File: config.mk
export PLATFORM = sky130hd
export DESIGN_NAME = stall_ctrl_flat
export DESIGN_NICKNAME = d
export VERILOG_FILES = /design/src/rtl/stall_ctrl_if.sv /design/src/rtl/stall_ctrl.sv /design/src/flat_wrapper.sv
export SDC_FILE = /design/constraint.sdc
export NUM_CORES = 1
export LEC_CHECK = 0
export CELL_PAD_IN_SITES_DETAIL_PLACEMENT = 1
export CELL_PAD_IN_SITES_GLOBAL_PLACEMENT = 1
export CORE_AREA = 4 4 76 57
export CTS_BUF_LIST = sky130_fd_sc_hd__clkbuf_8 sky130_fd_sc_hd__clkbuf_16
export DETAILED_ROUTE_END_ITERATION = 16
export DIE_AREA = 0 0 80 61
export DONT_BUFFER_PORTS = 1
export GPL_TIMING_DRIVEN = 0
export HOLD_SLACK_MARGIN = 0.08
export PLACE_DENSITY = 0.83
export SYNTH_ARGS = -nofsm -noshare
export SYNTH_HDL_FRONTEND = slang
export SYNTH_SLANG_ARGS = --single-unit
File: constraint.sdc
create_clock -name clk -period 2.77 [get_ports clk]
set_clock_uncertainty 0.15 [all_clocks]
set_input_delay 0.1385 -clock clk [delete_from_list [all_inputs] [get_ports clk]]
set_output_delay 0.1385 -clock clk [all_outputs]
set_load 0.1 [all_outputs]
File: src/rtl/stall_ctrl_if.sv
// stall_ctrl_if: request/config inputs and clock-enable/status outputs of the stall controller
interface stall_ctrl_if #(
  parameter int N_SRC  = 2,
  parameter int WAIT_W = 4,
  parameter int CNT_W  = 16
);
  logic [N_SRC-1:0]        req_i;
  logic [N_SRC*WAIT_W-1:0] wait_cfg_i;
  logic [N_SRC-1:0]        done_i;
  logic                    proc_ce_o;
  logic [N_SRC-1:0]        grant_o;
  logic                    busy_o;
  logic                    timeout_o;
  logic [CNT_W-1:0]        stall_cnt_o;
  modport master (
    output req_i, wait_cfg_i, done_i,
    input  proc_ce_o, grant_o, busy_o, timeout_o, stall_cnt_o
  );
  modport slave (
    input  req_i, wait_cfg_i, done_i,
    output proc_ce_o, grant_o, busy_o, timeout_o, stall_cnt_o
  );
endinterface

File: src/rtl/stall_ctrl.sv
// stall_ctrl: priority arbiter of memory stall requests driving a registered processor clock enable
module stall_ctrl #(
  parameter int N_SRC   = 2,
  parameter int WAIT_W  = 4,
  parameter int TIMEOUT = 255,
  parameter int CNT_W   = 16
) (
  input logic         clk,
  input logic         reset,
  stall_ctrl_if.slave bus
);
  localparam int TW = $clog2(TIMEOUT + 1);
  localparam int CW = WAIT_W > TW ? WAIT_W : TW;
  localparam int SW = N_SRC > 1 ? $clog2(N_SRC) : 1;
  localparam logic [1:0] IDLE = 2'd0, WAIT = 2'd1, RELEASE = 2'd2;
  logic [1:0]        state;
  logic [CW-1:0]     cnt;
  logic              hs, first, tmo, any, done_k, last, fin;
  logic [N_SRC-1:0]  grant;
  logic [CNT_W-1:0]  scnt;
  logic [SW-1:0]     sel;
  logic [WAIT_W-1:0] field;
  always_comb begin
    sel = '0;
    for (int i = N_SRC - 1; i >= 0; i--)
      if (bus.req_i[i]) sel = SW'(i);
    any    = |bus.req_i;
    field  = bus.wait_cfg_i[sel*WAIT_W +: WAIT_W];
    done_k = !first && |(bus.done_i & grant);
    last   = cnt == CW'(1);
    fin    = done_k || last;
  end
  always_ff @(posedge clk) begin
    if (reset) begin
      state <= IDLE;
      cnt   <= '0;
      hs    <= 1'b0;
      first <= 1'b0;
      tmo   <= 1'b0;
      grant <= '0;
      scnt  <= '0;
    end else begin
      scnt <= (state == WAIT && !(&scnt)) ? scnt + 1'b1 : scnt;
      case (state)
        IDLE: if (any && field != '0) begin
          state <= WAIT;
          grant <= N_SRC'(1) << sel;
          hs    <= &field;
          cnt   <= &field ? CW'(TIMEOUT) : CW'(field);
          first <= 1'b1;
        end
        WAIT: begin
          cnt   <= cnt - 1'b1;
          first <= 1'b0;
          if (fin) begin
            state <= RELEASE;
            grant <= '0;
            // an arriving done on the final count still counts as success
            if (hs && !done_k) tmo <= 1'b1;
          end
        end
        default: state <= IDLE;
      endcase
    end
  end
  assign bus.proc_ce_o   = state != WAIT;
  assign bus.busy_o      = state == WAIT;
  assign bus.grant_o     = grant;
  assign bus.timeout_o   = tmo;
  assign bus.stall_cnt_o = scnt;
endmodule

File: src/flat_wrapper.sv
// flat-port wrapper written by rule: the top's interface ports become plain ports
module stall_ctrl_flat 
#(
  parameter int N_SRC   = 2,
  parameter int WAIT_W  = 4,
  parameter int TIMEOUT = 255,
  parameter int CNT_W   = 16
)
  (clk, reset, bus_req_i, bus_wait_cfg_i, bus_done_i, bus_proc_ce_o, bus_grant_o, bus_busy_o, bus_timeout_o, bus_stall_cnt_o);
  stall_ctrl_if #(.N_SRC(N_SRC), .WAIT_W(WAIT_W), .CNT_W(CNT_W)) bus_i ();
  input logic clk;
  input logic reset;
  input wire logic [$bits(bus_i.req_i)-1:0] bus_req_i;
  input wire logic [$bits(bus_i.wait_cfg_i)-1:0] bus_wait_cfg_i;
  input wire logic [$bits(bus_i.done_i)-1:0] bus_done_i;
  output wire logic [$bits(bus_i.proc_ce_o)-1:0] bus_proc_ce_o;
  output wire logic [$bits(bus_i.grant_o)-1:0] bus_grant_o;
  output wire logic [$bits(bus_i.busy_o)-1:0] bus_busy_o;
  output wire logic [$bits(bus_i.timeout_o)-1:0] bus_timeout_o;
  output wire logic [$bits(bus_i.stall_cnt_o)-1:0] bus_stall_cnt_o;
  assign bus_i.req_i = bus_req_i;
  assign bus_i.wait_cfg_i = bus_wait_cfg_i;
  assign bus_i.done_i = bus_done_i;
  assign bus_proc_ce_o = bus_i.proc_ce_o;
  assign bus_grant_o = bus_i.grant_o;
  assign bus_busy_o = bus_i.busy_o;
  assign bus_timeout_o = bus_i.timeout_o;
  assign bus_stall_cnt_o = bus_i.stall_cnt_o;
  stall_ctrl #(.N_SRC(N_SRC), .WAIT_W(WAIT_W), .TIMEOUT(TIMEOUT), .CNT_W(CNT_W)) u_core (.clk(clk), .reset(reset), .bus(bus_i));
endmodule
==> metrics.cfg, run 1 <==
[logic_synthesis]
synthMuxAreaShare = 0.0801
yosysUniqueCellTypes = 48
synth-seq-cells = 31
synth_xor_area_frac = 0
async_flop_share = 0
ys.flop_type = dfxtp_1
synth_area_leaders = dfxtp_1 (35%), nand4_1 (5.7%), a21oi_1 (5.2%), mux2_2 (5.2%), or4_1 (3.4%)
synthSimpleGateAreaFrac = 0.320
avgSynthCellArea_um2 = 8.57
synth_fa_ha_area_frac = 0.0215
syn_nets = 221
synth_largest_area_cell = dfxtp_1
syn_inst = 204
synth-compound-area-share = 0.187
synth_area_um2 = 1750
ys.warnings.count = 0
yosys.area.top_type_share = 0.355
synth-edff-count = 0
synth-seq-area-share = 0.355
synth_top_family_by_area = simple AND/OR/NAND/NOR gates

[critical_path]
end_kind = flop
critPathRequiredTime_ns = 2.80
crit_type = reg -> reg
cp_max_fo = 8
arrival_ns = 2.70
cp-start-kind = flop
startpoint = u_core.bus.stall_cnt_o[3]
crit-reg2reg-launch = u_core.bus.stall_cnt_o[3]

[die]
start_util = 0.498
ios = 35
die_h_um = 61
core_um2 = 3510
dieArea_um2 = 4880
rows = 18
fp.dieW_um = 80

[timing]
setup_viol = 0
slew_viol_final = 0
max_freq_ghz = 0.375
period_share = 0.964
hold_viol = 0
slew_headroom = 0.284
tightest_slew_ns = 1.07
rsz0062_at_grt = false
holdWs_ns = 0.105
fin_tns_setup_ns = 0
fin_ws_ns = 0.100
fin_crit_ns = 2.67

[clock_network]
htreeDepth = 2
root_buffer = clkbuf_8
clk_latency_ns = 0.28
cts.sinks = 31
clk_pin_slew_ns = 0.07
cts_tree = built
cts_buffers = 5
clockBufferDepth = 2

[power_and_ir_drop]
powerDensity_nw_per_um2 = 590
leakage_nw = 0.690
ir_drop_mv = 0.546

[finish]
antennaDiodeCount = 0
utilization = 0.557
area_delta_synth_final_pct = 11.9
postLayoutCellArea_um2 = 1960
mostFrequentLayoutCells = a21oi_1 (18), dfxtp_1 (18), nand4_1 (16)
drive_above_1_share = 0.181
fin_nets = 232

[job]
max_cap_violations = 0

[route]
drc = 0
vias = 1766
routedWlPerCell_um = 19.6
vias_per_cell = 6.66
ant_nets = 0
firstDrtPassIters = 4
drt_iter0_drc = 109
routed_wl_um = 5190

[min_path]
hold_start = bus_wait_cfg_i[3]
hp-class = in -> reg

[run_status]
status = finished, final reports clean

[placed_design]
dpl_cell_area_um2 = 1810
dp_slack_ns = -0.217
dp_hpwl_um = 3820
place.port_buffers = 0
place.gp.congestion = 0.870

[grt]
grt.overflow.total = 0
grt_antenna_before_repair = 0
grt_pass1_vias = 1876
track_usage = 0.241
grt_pass1_wl_um = 9010
grt_max_degree = 11

cell usage after synthesis (all sizes together), types with 2 or more instances:
library cell and number:
and3b 2, ha 3, dfxtp 31, and3 2, o31ai 4, o21ai 4
mux2i 5, nand2b 2, nor2b 9, o221ai 4, a211oi 2, a31oi 5
nor2 11, clkbuf 8, nand4 16, nand3 4, and4b 2, mux2 8
or3 9, or4 9, buf 2, inv 6, nor3 2, a21oi 19
o21a 2, o41ai 2, and2 2, or2 3, nand2 13
per-stage QoR:
step / total power, mW / instances
floorplan: 0.738 / 204
global placement: 0.779 / 254
detailed placement: 0.791 / 254
CTS: 1.16 / 265
global route: 1.21 / 265
finish: 1.15 / 265
worst paths after layout:
kind / endpoint / slack, ns / cells after the start
max: u_core.bus.stall_cnt_o[0] / 0.1 / 6
min: u_core.cnt[3] / 0.11 / 3
max reg2reg: u_core.bus.stall_cnt_o[0] / 0.1 / 6
min reg2reg: u_core.first / 0.33 / 2
sequential cells by signal, indices dropped and copies added (netlist names):
name and count:
u_core.bus.stall_cnt_o 16, u_core.cnt 8, u_core.bus.grant_o 2, u_core.state 2, u_core.bus.timeout_o 1, u_core.first 1
u_core.hs 1
where the power goes:
part	switching, mW	internal (mW)
Clock	0.166	0.195
Sequential	0.0850	0.476
Combinational	0.151	0.0808
per-layer routing:
metal	track usage	vias to the layer above	share of wire
met5	0	-	0
met3	0.0668	12	0.078
met2	0.387	63	0.45
li1	-	816	-
met1	0.316	875	0.45
met4	0.0843	0	0.013
critical path: stages (launching register included):
cell and delay [ns]:
dfxtp_1 1.01, and3_1 0.27, buf_2 0.20, and2_0 0.16, clkbuf_1 0.26, a21oi_1 0.18
mux2_2 0.33
final cells by class:
class                   instances  area [um^2]
fillers                       448         1560
multi-input cells             157         1070
flip-flops and latches         31          637
clock buffers                   6         82.6
well taps                      50         62.6
plain buffers                  10         41.3
repair buffers                  4         40.0
inverters                       6         22.5
clock inverters                 1         5.00
cells by family after synthesis:
kind of cell    after synthesis
fa+ha+maj                     3
buf+inv                      16
flops                        31
simple gates                 92
compound gates               49
mux                          13
what timing repair did:
item / in CTS / in global routing
gates resized for setup: 11 / 2
hold buffers: 4 / 0
hold endpoints to repair: 3 / 0
buffers inserted: 0 / 0
endpoints found under the setup margin: 10 / 9
cloned: 0 / 0
Note: power is estimated with default switching activity, not from simulation.
==> run 2, diff against run 1 <==
- REMOVE_ABC_BUFFERS: not set -> 1
==> run 2 against run 1 <==
The flow now finishes with violations (negative setup slack). Utilization up 2.4 points. Routed wire length grew 9.7%. Critical path depth down 2. Count of clock-buffer cells in the layout is 1 higher. Global-route usage rose by 1.2 points. Final area rose by 4.2%. Total power is 5.4% higher. Critical endpoint unchanged.
==> metrics.cfg, run 2 (synthesis results as in run 1) <==
[clock_network]
root_buffer = clkbuf_8
htreeDepth = 2
cts.sinks = 31
cts_tree = built
clockBufferDepth = 2
clk_pin_slew_ns = 0.07
cts_buffers = 5
clk_latency_ns = 0.29

[finish]
n_fill_cell = 417
utilization = 0.580
ff_latch_area_um2 = 647
final-instance-count-excl-fill = 261
mostFrequentLayoutCells = nand4_1 (16), a21oi_1 (16), dfxtp_2 (15)
area_delta_synth_final_pct = 16.6
postLayoutCellArea_um2 = 2040
antennaDiodeCount = 0
largest_reg_flops = 16
multi_input_area_um2 = 1120
drive_above_1_share = 0.242
fin_nets = 227

[critical_path]
crit_type = reg -> reg
startpoint = u_core.state[0]
cp_max_fo = 8
cp-start-kind = flop
end_kind = flop
crit-reg2reg-launch = u_core.state[0]
arrival_ns = 2.84
critPathRequiredTime_ns = 2.80

[grt]
grt_pass1_wl_um = 9450
track_usage = 0.253
grt_antenna_before_repair = 0
grt.overflow.total = 0
grt_pass1_vias = 1924
grt_max_degree = 39

[route]
routed_wl_um = 5700
vias_per_cell = 6.71
drc = 0
drt_iter0_drc = 102
ant_nets = 0
firstDrtPassIters = 4
vias = 1751
routedWlPerCell_um = 21.8

[timing]
max_freq_ghz = 0.356
period_share = 1.01
setup_viol = 2
fin_crit_ns = 2.81
rsz0062_at_grt = true
tightest_slew_ns = 1.04
slew_headroom = 0.304
fin_tns_setup_ns = -0.0663
slew_viol_final = 0
hold_viol = 0
fin_ws_ns = -0.0389

[placed_design]
place.gp.congestion = 0.811
dp.cells = 244
dp_hpwl_um = 3630
dp_slack_ns = -0.418
dpl_cell_area_um2 = 1790
place.port_buffers = 0

[min_path]
hp-class = in -> reg
hold_start = bus_wait_cfg_i[6]

[power_and_ir_drop]
powerDensity_nw_per_um2 = 597
ir_drop_mv = 0.384
leakage_nw = 0.728

[die]
rows = 18
start_util = 0.498
ios = 35
fp.dieW_um = 80
die_h_um = 61
core_um2 = 3510
dieArea_um2 = 4880

[run_status]
violations = negative setup slack
status = complete, but fails checks

[job]
max_cap_violations = 0

## run 2: routing by layer
metal | wire length, um | GRT usage | vias to the layer above | share of wire
met2 | 2780 | 0.427 | 53 | 0.49
met3 | 318 | 0.0653 | 14 | 0.056
met5 | 0 | 0 | - | 0
met4 | 126 | 0.116 | 0 | 0.022
met1 | 2470 | 0.308 | 878 | 0.43
li1 | - | - | 806 | -
## run 2: area by class of cell
type                       count  share of cell area
multi-input combinational    158               0.550
sequential                    31               0.317
clock buffer                   7              0.0472
timing repair buffer           8              0.0405
tap                           50              0.0307
inverter                       6              0.0129
clock inverter                 1             0.00184
## run 2: power by group
group          internal (mW)  total [mW]  switching (mW)
clock                  0.223       0.395           0.172
sequential             0.476       0.562          0.0861
combinational         0.0971       0.260           0.163
total                  0.796        1.22           0.421
## run 2: path summary, 6_finish.rpt
path	endpoint	slack, ns	depth (start not counted)
min reg2reg	u_core.first	0.32	2
min	u_core.cnt[2]	0.08	3
max	u_core.bus.stall_cnt_o[0]	-0.04	4
max reg2reg	u_core.bus.stall_cnt_o[0]	-0.04	4
## run 2: what timing repair did
action / 4_1_cts / 5_1_grt
hold buffers: 5 / 0
setup buffers: 3 / 0
endpoints found under the hold margin: 31 / 0
gates resized for setup: 18 / 8
cloned: 1 / 0
setup endpoints to repair: 13 / 14
pin swaps: 0 / 2
## run 2: worst max-delay path, stage by stage, from the launching register on
cell	delay [ns]
dfxtp_4	0.35
nor2b_4	0.71
clkinvlp_4	0.82
a21oi_4	0.35
mux2_4	0.32
## run 2: through the flow
stage | hold slack, ns | power [mW]
6_report | 0.0800 | 1.22
5_1_grt | 0.102 | 1.27
4_1_cts | 0.0855 | 1.21
3_5_place_dp | 0.0649 | 0.780
3_3_place_gp | 0.0637 | 0.764
2_1_floorplan | 0.0576 | 0.729
